$ cat src/rtl/mult_issue_pkg.sv
// Shared types and sizes for the multiply issue controller.
package mult_issue_pkg;

  localparam int DATA_W          = 32;
  localparam int PROD_W          = 64;
  localparam int TIMEOUT_DEFAULT = 40;

  typedef enum logic [2:0] {
    S_IDLE,
    S_ISSUE,
    S_ARM,
    S_WAIT,
    S_FIX,
    S_DONE
  } state_t;

endpackage

$ cat src/rtl/mult_sign_fix.sv
// Sign handling around an unsigned multiplier: operand magnitudes on the way in,
// conditional two's-complement negation of the product on the way out.
module mult_sign_fix
  import mult_issue_pkg::*;
(
  input  logic              abs_en,
  input  logic [DATA_W-1:0] a,
  input  logic [DATA_W-1:0] b,
  output logic [DATA_W-1:0] abs_a,
  output logic [DATA_W-1:0] abs_b,
  input  logic              negate,
  input  logic [PROD_W-1:0] value,
  output logic [PROD_W-1:0] value_fixed
);

  // 0x80000000 negates to itself, which is the correct magnitude read as unsigned.
  assign abs_a       = (abs_en && a[DATA_W-1]) ? (~a + DATA_W'(1)) : a;
  assign abs_b       = (abs_en && b[DATA_W-1]) ? (~b + DATA_W'(1)) : b;
  assign value_fixed = negate ? (~value + PROD_W'(1)) : value;

endmodule

$ cat src/rtl/mult_issue_ctrl.sv
// Issues MULT/MULTU requests to a shift-add multiplier, restores the sign of the
// product into hi/lo and flags a sticky error if the multiplier never answers.
module mult_issue_ctrl
  import mult_issue_pkg::*;
#(
  parameter int TIMEOUT = TIMEOUT_DEFAULT
) (
  input  logic              clk,
  input  logic              reset,
  input  logic              req_valid,
  output logic              req_ready,
  input  logic              req_signed,
  input  logic [DATA_W-1:0] req_a,
  input  logic [DATA_W-1:0] req_b,
  output logic [DATA_W-1:0] mul_multiplicand,
  output logic [DATA_W-1:0] mul_multiplier,
  output logic              mul_run,
  input  logic              mul_ready,
  input  logic [PROD_W-1:0] mul_product,
  output logic [DATA_W-1:0] hi,
  output logic [DATA_W-1:0] lo,
  output logic              done,
  output logic              err
);

  localparam int               CNT_W     = $clog2(TIMEOUT + 1);
  localparam logic [CNT_W-1:0] CNT_ONE   = CNT_W'(1);
  localparam logic [CNT_W-1:0] CNT_LIMIT = CNT_W'(TIMEOUT);

  state_t            state;
  logic              neg;
  logic [CNT_W-1:0]  cnt;
  logic [CNT_W-1:0]  cnt_next;
  logic              timed_out;
  logic [PROD_W-1:0] product_q;
  logic [PROD_W-1:0] product_fixed;
  logic [DATA_W-1:0] abs_a;
  logic [DATA_W-1:0] abs_b;

  assign cnt_next  = cnt + CNT_ONE;
  assign timed_out = (cnt_next == CNT_LIMIT);

  mult_sign_fix u_sign_fix (
    .abs_en      (req_signed),
    .a           (req_a),
    .b           (req_b),
    .abs_a       (abs_a),
    .abs_b       (abs_b),
    .negate      (neg),
    .value       (product_q),
    .value_fixed (product_fixed)
  );

  // Progress out of ARM/WAIT wins over the timeout when both happen on the same cycle.
  always_ff @(posedge clk or posedge reset) begin
    if (reset) begin
      state            <= S_IDLE;
      req_ready        <= 1'b1;
      mul_run          <= 1'b0;
      mul_multiplicand <= '0;
      mul_multiplier   <= '0;
      neg              <= 1'b0;
      cnt              <= '0;
      product_q        <= '0;
      hi               <= '0;
      lo               <= '0;
      done             <= 1'b0;
      err              <= 1'b0;
    end else begin
      case (state)
        S_IDLE: begin
          if (req_valid && req_ready) begin
            state            <= S_ISSUE;
            req_ready        <= 1'b0;
            mul_run          <= 1'b1;
            mul_multiplicand <= abs_a;
            mul_multiplier   <= abs_b;
            neg              <= req_signed & (req_a[DATA_W-1] ^ req_b[DATA_W-1]);
            err              <= 1'b0;
          end
        end
        S_ISSUE: begin
          state <= S_ARM;
          cnt   <= '0;
        end
        S_ARM: begin
          cnt <= cnt_next;
          if (!mul_ready) begin
            state   <= S_WAIT;
            mul_run <= 1'b0;
          end else if (timed_out) begin
            state     <= S_IDLE;
            mul_run   <= 1'b0;
            req_ready <= 1'b1;
            err       <= 1'b1;
          end
        end
        S_WAIT: begin
          cnt <= cnt_next;
          if (mul_ready) begin
            state     <= S_FIX;
            product_q <= mul_product;
          end else if (timed_out) begin
            state     <= S_IDLE;
            req_ready <= 1'b1;
            err       <= 1'b1;
          end
        end
        S_FIX: begin
          state    <= S_DONE;
          {hi, lo} <= product_fixed;
          done     <= 1'b1;
        end
        S_DONE: begin
          state     <= S_IDLE;
          done      <= 1'b0;
          req_ready <= 1'b1;
        end
        default: begin
          state     <= S_IDLE;
          req_ready <= 1'b1;
          mul_run   <= 1'b0;
          done      <= 1'b0;
        end
      endcase
    end
  end

endmodule

$ cat config.mk
export PLATFORM = sky130hd
export DESIGN_NAME = mult_issue_ctrl
export DESIGN_NICKNAME = d
export VERILOG_FILES = /design/src/rtl/mult_issue_pkg.sv /design/src/rtl/mult_sign_fix.sv /design/src/rtl/mult_issue_ctrl.sv
export SDC_FILE = /design/constraint.sdc
export NUM_CORES = 1
export LEC_CHECK = 0
export BUFFER_PORTS_ARGS = -buffer_cell sky130_fd_sc_hd__buf_2
export CORE_MARGIN = 1
export CORE_UTILIZATION = 35
export DETAILED_ROUTE_END_ITERATION = 8
export PLACE_DENSITY_LB_ADDON = 0.15
export SLEW_MARGIN = 20
export SYNTH_ARGS = -nofsm -noshare
export SYNTH_HDL_FRONTEND = slang
export SYNTH_SLANG_ARGS = --single-unit
$ cat constraint.sdc
create_clock -name clk -period 9.01 [get_ports clk]
set_input_delay 1.802 -clock clk [delete_from_list [all_inputs] [get_ports clk]]
set_output_delay 1.802 -clock clk [all_outputs]
set_load 0.01 [all_outputs]
==> impl_metrics.py, run 1 <==
metrics = {
    "clock_tree": {
        "cts_setup_buffers": 0,
        "numCtsBuffers": 25,
        "cts.sinks": 206,
        "cts.reportedPaths.clkPinSlew_ns": 0.06,
        "cts_root_buffer": "clkbuf_16",
        "cts_tree": "yes",
        "h-tree-depth": 1,
        "postCtsHoldBufs": 0,
        "clk-insertion-delay-late_ns": 0.52,
        "clockBufferDepth": 3,
        "cts_resized": 0,
    },
    "logic_synthesis": {
        "yosysUniqueCellTypes": 53,
        "async_flop_share_pct": 100,
        "ys_ff_latch": 206,
        "synth_area_um2": 10400,
        "yosysMostFrequentCell": "dfrtp_1",
        "syn-num-nets": 1176,
        "netlist.area_leader.share_pct": 49.2,
        "avgSynthCellArea_um2": 10.0,
        "synth_top_cell_by_area": "dfrtp_1",
        "synth_common_cells": "dfrtp_1, nand2_1, o21ai_0",
        "synth_edf_count": 0,
        "ys_seq_area_share_pct": 49.4,
        "postSynthCellCount": 1039,
        "synth_flop_cell": "dfrtp_1",
        "synthTopCellsByArea": "dfrtp_1, xor2_1, mux2_2",
        "synth_warnings": 0,
    },
    "timing": {
        "setup_violations": 0,
        "rsz0062_at_grt": "no",
        "slew-limit-headroom_pct": 32.5,
        "fmax_mhz": 281,
        "slew_violations": 0,
        "min_period_ns": 3.55,
        "tightest_slew_ns": 1.01,
        "min_period_over_period_pct": 39.5,
        "hold_ws_ns": 0.468,
        "setup_tns_ns": 0,
        "clock_skew_ns": 0.0125,
        "hold_violations": 0,
    },
    "final_layout": {
        "layout.cells.non_filler": 1681,
        "drive_gt1_share_pct": 31.8,
        "nNetsFinal": 1414,
        "area.growth.synth_to_final_pct": 24.1,
        "fillers": 2906,
    },
    "power": {
        "power_leakage_nw": 5.95,
        "p_total_w": 0.00434,
        "p_per_area_nw_per_um2": 336,
        "ir_drop_v": 0.000156,
    },
    "worst_setup_path": {
        "crit_fanout": 5,
        "crit_path_end_kind": "flip-flop",
        "timing.rr.start": "product_q[0]$_DFFE_PP0P_",
        "rr_endpoint": "hi[26]$_DFFE_PP0P_",
        "reg2reg_depth": 8,
        "worst-endpoint-arrival_ns": 3.93,
        "crit_slowest_cell": "or4b_2",
        "crit_required_ns": 9.38,
        "timing.critical_path.buf_inv": 2,
        "r2r_slack_ns": 6.09,
        "crit_type": "input port to flip-flop",
        "worstSetupStartpointType": "input port",
        "crit_family": "simple AND/OR/NAND/NOR gates",
        "slowest_delay_ns": 0.71,
        "crit_chain": "buf_2 -> inv_1 -> ha_1 -> or4b_2 -> nor4_4 -> nand3_1 -> o31ai_1 -> xor2_1 -> o21ai_1",
    },
    "place": {
        "dp_cells": 1634,
        "portBuffers": 264,
        "dp_hpwl_um": 19500,
        "gp_congestion": 0.821,
    },
    "route": {
        "vias": 8235,
        "via_per_inst": 4.90,
        "drt_wl_total_um": 27500,
        "wire_per_inst_um": 16.4,
        "drcViolationCount": 0,
        "drtAntennaViolNets": 0,
        "drt_iter0_markers": 378,
        "dr.pass1.iters": 4,
    },
    "grt": {
        "grt_max_degree": 133,
        "antenna_found_initial": 5,
        "grt_use_total_pct": 18.1,
        "grt_pass1_vias": 8226,
        "grt-ovfl-total": 0,
        "grt_pass1_wl_um": 44500,
    },
    "status": {
        "status": "finished clean",
    },
    "hold_path": {
        "min_to": "mul_multiplier[5]$_DFFE_PP0P_",
        "hold_depth": 2,
        "hp-class": "flip-flop to flip-flop",
        "hp-start": "mul_multiplier[5]$_DFFE_PP0P_",
    },
    "floorplan": {
        "ioPinCount": 265,
        "core_area_um2": 29000,
        "die_y_um": 175,
        "fp.dieW_um": 175,
        "core.rowCount": 62,
        "die-area_um2": 30500,
        "initial_core_util_pct": 35.9,
    },
    "run": {
        "max_cap_viol_count": 0,
    },
}
==> placed cells by master (no fill, tap or decap), types with 4 or more instances in the layout <==
master     count
dfrtp_1      204
a22o_1         5
inv_1         14
clkinv_2       4
a31oi_1       10
clkbuf_8       7
or4_4          5
or4_1          9
nor2_1        38
nor4_1        10
xnor2_1       33
clkbuf_1       4
nand3_1       16
or2_2          6
a21oi_1       26
nor4_4         5
mux2_2        64
buf_2        264
o41ai_2        7
nor3_1        19
o41ai_1       15
and2_1         4
clkbuf_16     25
nand2b_1       4
nand2_1      155
ha_1           4
nor2b_1        6
xor2_1        86
o21ai_1       17
o21ai_0      138
o31ai_1       30
or3_1         10
and3_1         4
==> layer usage <==
metal,share of wire (%),vias up,GRT usage [%]
met5,0.11,-,0
met4,1.9,4,4.28
met1,44,3836,23.1
met3,8.2,44,6.11
li1,-,4139,-
met2,46,212,29.6
==> sequential cells by signal, indices dropped and copies added (netlist names), 3 cells and up <==
signal / count
product_q: 64
hi: 32
lo: 32
cnt: 6
mul_multiplicand: 32
mul_multiplier: 32
state: 3
==> worst reg2reg max path: stages, from the launching register on <==
cell and delay, ns:
dfrtp_1 0.41, inv_1 0.08, ha_1 0.16, or3b_2 0.54
nor4_4 0.46, nand2_2 0.35, o41ai_2 0.52, xor2_1 0.19
o21ai_1 0.08
==> per-stage QoR <==
stage / setup slack, ns / area (µm²) / utilization [%]
final: 5.46 / 12900 / 44.6
after global routing: 5.30 / 12900 / 44.6
after CTS: 5.45 / 12900 / 44.5
after detailed placement: 4.89 / 12100 / 41.6
after global placement: 4.96 / 12100 / 41.6
after floorplan: 1.59 / 10400 / -
==> worst max-delay path by stage <==
stage          startpoint                             end  slack, ns  depth (start not counted)
6_report         req_b[0]  mul_multiplier[24]$_DFFE_PP0P_       5.46                          9
2_1_floorplan       reset              cnt[0]$_DFFE_PP0P_       1.59                          1
3_3_place_gp     req_b[0]  mul_multiplier[24]$_DFFE_PP0P_       4.96                          9
4_1_cts          req_b[0]  mul_multiplier[24]$_DFFE_PP0P_       5.45                          9
3_5_place_dp     req_b[0]  mul_multiplier[24]$_DFFE_PP0P_       4.89                          9
5_1_grt          req_b[0]  mul_multiplier[26]$_DFFE_PP0P_       5.30                          9
==> power breakdown <==
part / internal (W) / switching (W)
clock network: 0.000649 / 0.000391
logic: 0.000715 / 0.000832
registers: 0.00138 / 0.000380
total: 0.00274 / 0.00160
==> area by class of cell <==
cell class | instances | area (µm²) | area share [%]
clock inverters | 8 | 118 | 0.909
clock buffers | 36 | 737 | 5.70
flip-flops and latches | 206 | 5160 | 39.9
well taps | 384 | 480 | 3.71
multi-input cells | 760 | 5010 | 38.7
diodes | 3 | 7.51 | 0.0580
inverters | 15 | 63.8 | 0.493
repair buffers | 269 | 1370 | 10.6
==> cells by family after synthesis <==
family	Yosys count	share of synthesized area, %
XOR/XNOR	119	9.99
multiplexers	67	7.20
flip-flops	206	49.4
AND/OR/NAND/NOR	309	14.9
AO/OA/AOI/OAI	261	15.3
adder cells (fa/ha/maj)	4	0.480
buffers and inverters	73	2.77
Power figures use the tool's default switching activity.
==> inputs of run 2 (changes only) <==
==> constraint.sdc (replaced) <==
create_clock -name clk -period 3.1 [get_ports clk]
set_input_delay 0.62 -clock clk [delete_from_list [all_inputs] [get_ports clk]]
set_output_delay 0.62 -clock clk [all_outputs]
set_load 0.01 [all_outputs]
==> run 2 against run 1 <==
Effect of this change:
- sequential share of layout area down 0.25 points
- core utilization up 0.28 points
- critical path type is now flip-flop to flip-flop
- largest power group unchanged
- final cell count up 0.77%
==> impl_metrics.py, run 2 (same netlist as run 1, synthesis figures left out) <==
metrics = {
    "worst_setup_path": {
        "reg2reg_depth": 8,
        "slowest_delay_ns": 0.53,
        "r2r_slack_ns": 0.34,
        "crit_type": "flip-flop to flip-flop",
        "timing.critical_path.buf_inv": 1,
        "worst-path-stages": 8,
        "crit_chain": "inv_1 -> ha_1 -> or3b_2 -> nor4_4 -> nand2_2 -> o41ai_2 -> xor2_1 -> o21ai_1",
        "timing.rr.start": "product_q[0]$_DFFE_PP0P_",
        "crit_family": "simple AND/OR/NAND/NOR gates",
        "worstSetupStartpointType": "flip-flop",
        "crit_fanout": 14,
        "worst-endpoint-arrival_ns": 3.15,
        "crit_required_ns": 3.49,
        "rr_endpoint": "hi[16]$_DFFE_PP0P_",
        "crit_slowest_cell": "or3b_2",
        "crit_path_end_kind": "flip-flop",
    },
    "grt": {
        "grt-ovfl-total": 0,
        "grt_max_degree": 92,
        "grt_use_total_pct": 18.5,
        "antenna_found_initial": 7,
        "grt_pass1_wl_um": 45200,
        "grt_pass1_vias": 8398,
    },
    "timing": {
        "fmax_mhz": 362,
        "hold_violations": 0,
        "slew-limit-headroom_pct": 30.5,
        "min_period_ns": 2.76,
        "clock_skew_ns": 0.0154,
        "rsz0062_at_grt": "no",
        "tightest_slew_ns": 1.04,
        "setup_tns_ns": 0,
        "hold_ws_ns": 0.323,
        "setup_violations": 0,
        "slew_violations": 0,
        "min_period_over_period_pct": 89.1,
    },
    "final_layout": {
        "area.growth.synth_to_final_pct": 24.8,
        "layout.cells.non_filler": 1694,
        "nNetsFinal": 1429,
        "mostFrequentLayoutCell": "buf_2",
        "top_register": "product_q",
        "finish.utilization_pct": 44.9,
        "mostFrequentLayoutCells": "buf_2, dfrtp_1, nand2_1, o21ai_0, xor2_1",
        "largest_reg_flops": 64,
        "drive_gt1_share_pct": 32.2,
        "fillers": 2914,
    },
    "floorplan": {
        "ioPinCount": 265,
        "initial_core_util_pct": 35.9,
        "core_area_um2": 29000,
        "core.rowCount": 62,
        "die_y_um": 175,
        "fp.dieW_um": 175,
        "die-area_um2": 30500,
    },
    "power": {
        "p_per_area_nw_per_um2": 964,
        "power_frac_seq_pct": 41.2,
        "p_int_w": 0.00786,
        "p_comb_share_pct": 35.8,
        "ir_drop_v": 0.000506,
        "switching_share_pct": 37.4,
        "power_leakage_nw": 6.00,
        "p_clk_share_pct": 23.0,
        "p_sw_w": 0.00470,
    },
    "hold_path": {
        "hp-start": "mul_product[26]",
        "hold_depth": 2,
        "min_to": "product_q[26]$_DFFE_PP0P_",
        "hp-class": "input port to flip-flop",
    },
    "clock_tree": {
        "cts.sinks": 206,
        "clockBufferDepth": 3,
        "cts.reportedPaths.clkPinSlew_ns": 0.06,
        "cts_root_buffer": "clkbuf_16",
        "numCtsBuffers": 25,
        "h-tree-depth": 1,
        "cts_resized": 0,
        "cts_tree": "yes",
        "clk-insertion-delay-late_ns": 0.53,
    },
    "run": {
        "max_cap_viol_count": 0,
    },
    "route": {
        "wire_per_inst_um": 16.8,
        "dr.pass1.iters": 4,
        "via_per_inst": 4.96,
        "drcViolationCount": 0,
        "vias": 8405,
        "drt_wl_total_um": 28400,
        "drt_iter0_markers": 345,
        "drtAntennaViolNets": 0,
    },
    "place": {
        "gp_congestion": 0.829,
        "portBuffers": 264,
        "dp_hpwl_um": 20400,
        "dp_cells": 1648,
    },
    "status": {
        "status": "finished clean",
    },
}
[run 2: worst max path at each step]
stage	startpoint	end	slack (ns)
finish	product_q[0]$_DFFE_PP0P_	hi[16]$_DFFE_PP0P_	0.34
global route	product_q[1]$_DFFE_PP0P_	lo[26]$_DFFE_PP0P_	0.14
CTS	product_q[0]$_DFFE_PP0P_	hi[16]$_DFFE_PP0P_	0.29
detailed placement	product_q[0]$_DFFE_PP0P_	hi[16]$_DFFE_PP0P_	0.31
global placement	product_q[1]$_DFFE_PP0P_	hi[26]$_DFFE_PP0P_	0.34
floorplan	reset	cnt[0]$_DFFE_PP0P_	-0.19
[run 2: layout make-up]
class / count / area, µm² / area share, %
antenna: 1 / 2.50 / 0.0192
clock buffer: 37 / 711 / 5.46
clock inverter: 7 / 88.8 / 0.682
inverter: 15 / 60.1 / 0.461
multi-input combinational: 760 / 5010 / 38.5
sequential: 206 / 5160 / 39.6
tap: 384 / 480 / 3.69
timing repair buffer: 284 / 1510 / 11.6
[run 2: stage by stage]
step	area [µm²]	setup slack [ns]	total power, W
floorplan	10400	-0.191	0.00796
global placement	12200	0.342	0.00971
detailed placement	12200	0.314	0.00979
CTS	13000	0.287	0.0128
global route	13000	0.142	0.0136
finish	13000	0.337	0.0126
[run 2: what timing repair did]
item / 4_1_cts / 5_1_grt
hold endpoints to repair: 3 / 0
setup buffers: 0 / 0
hold buffers: 1 / 0
[run 2: power by group through the flow]
stage / Combinational (W) / Sequential, W / Clock [W]
finish: 0.00449 / 0.00518 / 0.00289
global route: 0.00508 / 0.00539 / 0.00311
CTS: 0.00459 / 0.00519 / 0.00299
detailed placement: 0.00458 / 0.00522 / 0
global placement: 0.00452 / 0.00519 / 0
floorplan: 0.00269 / 0.00527 / 0
[run 2: per-layer routing]
| layer | vias to the layer above | wire (µm) | track usage, % |
|---|---|---|---|
| met1 | 3940 | 12500 | 23.7 |
| met2 | 235 | 12900 | 30.1 |
| li1 | 4168 | - | - |
| met4 | 10 | 518 | 4.86 |
| met3 | 52 | 2360 | 6.07 |
| met5 | - | 67 | 0 |
==> inputs of run 3 (changes only) <==
==> constraint.sdc (replaced) <==
create_clock -name clk -period 3.1 [get_ports clk]
set_input_delay 0 -clock clk [delete_from_list [all_inputs] [get_ports clk]]
set_output_delay 0 -clock clk [all_outputs]
set_load 0.01 [all_outputs]
==> run 3 against run 2 <==
Effect of this change:
- sequential cell count is the same
- die area is the same
- via count grew 7.7%
- critical path depth grew 3
- count of clock-buffer cells in the layout grew 7
- largest cell class unchanged
- final area grew 12%
- largest power group unchanged
- final cell count grew 9.3%
- critical endpoint is now mul_multiplier[24]$_DFFE_PP0P_
- combinational power grew 4%
- global-route usage grew 0.99 points
- non-clock buffer count grew 152
==> impl_metrics.py, run 3 (same netlist as run 1, synthesis figures left out) <==
metrics = {
    "final_layout": {
        "top_register": "product_q",
        "fin_area_um2": 14600,
        "fillers": 2739,
        "mostFrequentLayoutCell": "buf_2",
        "drive_gt1_share_pct": 28.5,
        "mostFrequentLayoutCells": "buf_2, dfrtp_1, dlygate4sd3_1, nand2_1, o21ai_0",
        "area.growth.synth_to_final_pct": 40.4,
        "nNetsFinal": 1582,
        "largest_reg_flops": 64,
    },
    "route": {
        "drtAntennaViolNets": 0,
        "wire_per_inst_um": 16.1,
        "drt_iter0_markers": 319,
        "wl_met1_um": 13000,
        "top_layer_used": "met4",
        "via_per_inst": 4.89,
        "dr.pass1.iters": 4,
        "vias": 9053,
        "wl_met2_um": 14000,
        "drt_wl_total_um": 29800,
        "wl_met3_um": 1910,
        "drcViolationCount": 0,
    },
    "worst_setup_path": {
        "rr_endpoint": "hi[26]$_DFFE_PP0P_",
        "slowest_delay_ns": 0.71,
        "crit_fanout": 5,
        "r2r_slack_ns": 0.35,
        "crit_slowest_cell": "or4b_2",
        "timing.critical_path.buf_inv": 4,
        "crit_chain": "dlygate4sd3_1 -> buf_2 -> inv_1 -> ha_1 -> or4b_2 -> nor4_4 -> nand3_2 -> o31ai_2 -> xor2_1 -> dlygate4sd3_1 -> o21ai_1",
        "crit_type": "input port to flip-flop",
        "timing.rr.start": "product_q[1]$_DFFE_PP0P_",
        "crit_top_cell": "dlygate4sd3_1",
        "worst-endpoint-arrival_ns": 3.33,
        "crit_family": "buffers and inverters",
        "worstSetupStartpointType": "input port",
        "reg2reg_depth": 8,
        "crit_required_ns": 3.48,
        "crit_path_end_kind": "flip-flop",
        "cp-startpoint": "req_b[0]",
    },
    "floorplan": {
        "fp.dieW_um": 175,
        "core.rowCount": 62,
        "die-area_um2": 30500,
        "die_y_um": 175,
        "core_area_um2": 29000,
        "initial_core_util_pct": 35.9,
        "ioPinCount": 265,
    },
    "clock_tree": {
        "h-tree-depth": 1,
        "cts_root_buffer": "clkbuf_16",
        "clockBufferDepth": 3,
        "cts.reportedPaths.clkPinSlew_ns": 0.06,
        "numCtsBuffers": 26,
        "clk-insertion-delay-late_ns": 0.52,
        "cts_tree": "yes",
        "cts.sinks": 206,
    },
    "grt": {
        "grt_pass1_wl_um": 48100,
        "grt-ovfl-total": 0,
        "grt_max_degree": 113,
        "grt_pass1_vias": 9194,
        "antenna_found_initial": 3,
        "grt_use_total_pct": 19.5,
    },
    "timing": {
        "worst_slack_ns": 0.150,
        "clock_skew_ns": 0.00740,
        "slew-limit-headroom_pct": 52.3,
        "min_period_over_period_pct": 95.2,
        "slew_violations": 0,
        "tightest_slew_ns": 0.715,
        "rsz0062_at_grt": "no",
        "setup_tns_ns": 0,
        "fmax_mhz": 339,
        "hold_violations": 0,
        "setup_violations": 0,
        "min_period_ns": 2.95,
    },
    "place": {
        "post_dp_cell_area_um2": 12200,
        "post-place-ws_ns": 0.332,
        "gp_congestion": 0.791,
        "dp_hpwl_um": 20200,
        "portBuffers": 264,
    },
    "hold_path": {
        "hold_depth": 3,
        "hp-class": "input port to flip-flop",
        "min_to": "product_q[22]$_DFFE_PP0P_",
        "hp-start": "mul_product[22]",
    },
    "power": {
        "ir_drop_v": 0.000374,
        "power_leakage_nw": 6.67,
        "p_per_area_nw_per_um2": 884,
        "p_total_w": 0.0129,
    },
    "status": {
        "status": "finished clean",
    },
    "run": {
        "max_cap_viol_count": 0,
    },
}
[run 3: worst max path at each step]
stage | depth (start not counted) | to | slack, ns
after floorplan | 1 | cnt[0]$_DFFE_PP0P_ | 0.43
after detailed placement | 8 | hi[26]$_DFFE_PP0P_ | 0.33
after CTS | 11 | mul_multiplier[24]$_DFFE_PP0P_ | 0.17
final | 11 | mul_multiplier[24]$_DFFE_PP0P_ | 0.15
after global routing | 11 | mul_multiplier[24]$_DFFE_PP0P_ | 0.03
after global placement | 8 | hi[26]$_DFFE_PP0P_ | 0.36
[run 3: area by class of cell]
cell class | instances | area (µm²) | share of cell area (%)
well taps | 384 | 480 | 3.28
multi-input cells | 760 | 5020 | 34.3
clock buffers | 44 | 790 | 5.39
clock inverters | 4 | 70.1 | 0.478
flip-flops and latches | 206 | 5160 | 35.2
diodes | 3 | 7.51 | 0.0513
inverters | 15 | 60.1 | 0.410
repair buffers | 436 | 3060 | 20.9
[run 3: routing by layer]
| layer | vias to the layer above | GRT usage, % |
|---|---|---|
| li1 | 4484 | - |
| met1 | 4259 | 24.4 |
| met2 | 258 | 33.1 |
| met3 | 52 | 4.63 |
| met4 | 0 | 6.59 |
| met5 | - | 0 |
[run 3: what timing repair did]
action | CTS | global route
hold buffers | 159 | 0
setup endpoints to repair | 0 | 1
gates resized for setup | 0 | 2
setup buffers | 0 | 3
hold endpoints to repair | 338 | 0
[run 3: worst register-to-register path: cells and delay by family (launching register included)]
kind                     cells  cell delay, ns
buffers and inverters        1            0.07
flip-flops                   1            0.41
adder cells (fa/ha/maj)      1            0.15
XOR/XNOR                     1            0.18
AND/OR/NAND/NOR              3            1.29
AO/OA/AOI/OAI                2            0.52
[run 3: stage by stage]
| stage | utilization, % | instances | hold slack, ns |
|---|---|---|---|
| after global placement | 41.9 | 1639 | -0.0789 |
| after global routing | 50.5 | 1852 | 0.227 |
| after detailed placement | 41.9 | 1639 | -0.0841 |
| final | 50.5 | 1852 | 0.244 |
| after CTS | 50.3 | 1846 | 0.218 |
| after floorplan | - | 1039 | 0.0991 |
[run 3: power breakdown]
part / leakage (nW) / internal, W / switching, W / total [W]
Clock: 0.419 / 0.00188 / 0.00115 / 0.00304
Sequential: 2.56 / 0.00400 / 0.00122 / 0.00521
Combinational: 3.68 / 0.00228 / 0.00242 / 0.00469
Total: 6.67 / 0.00816 / 0.00479 / 0.0129
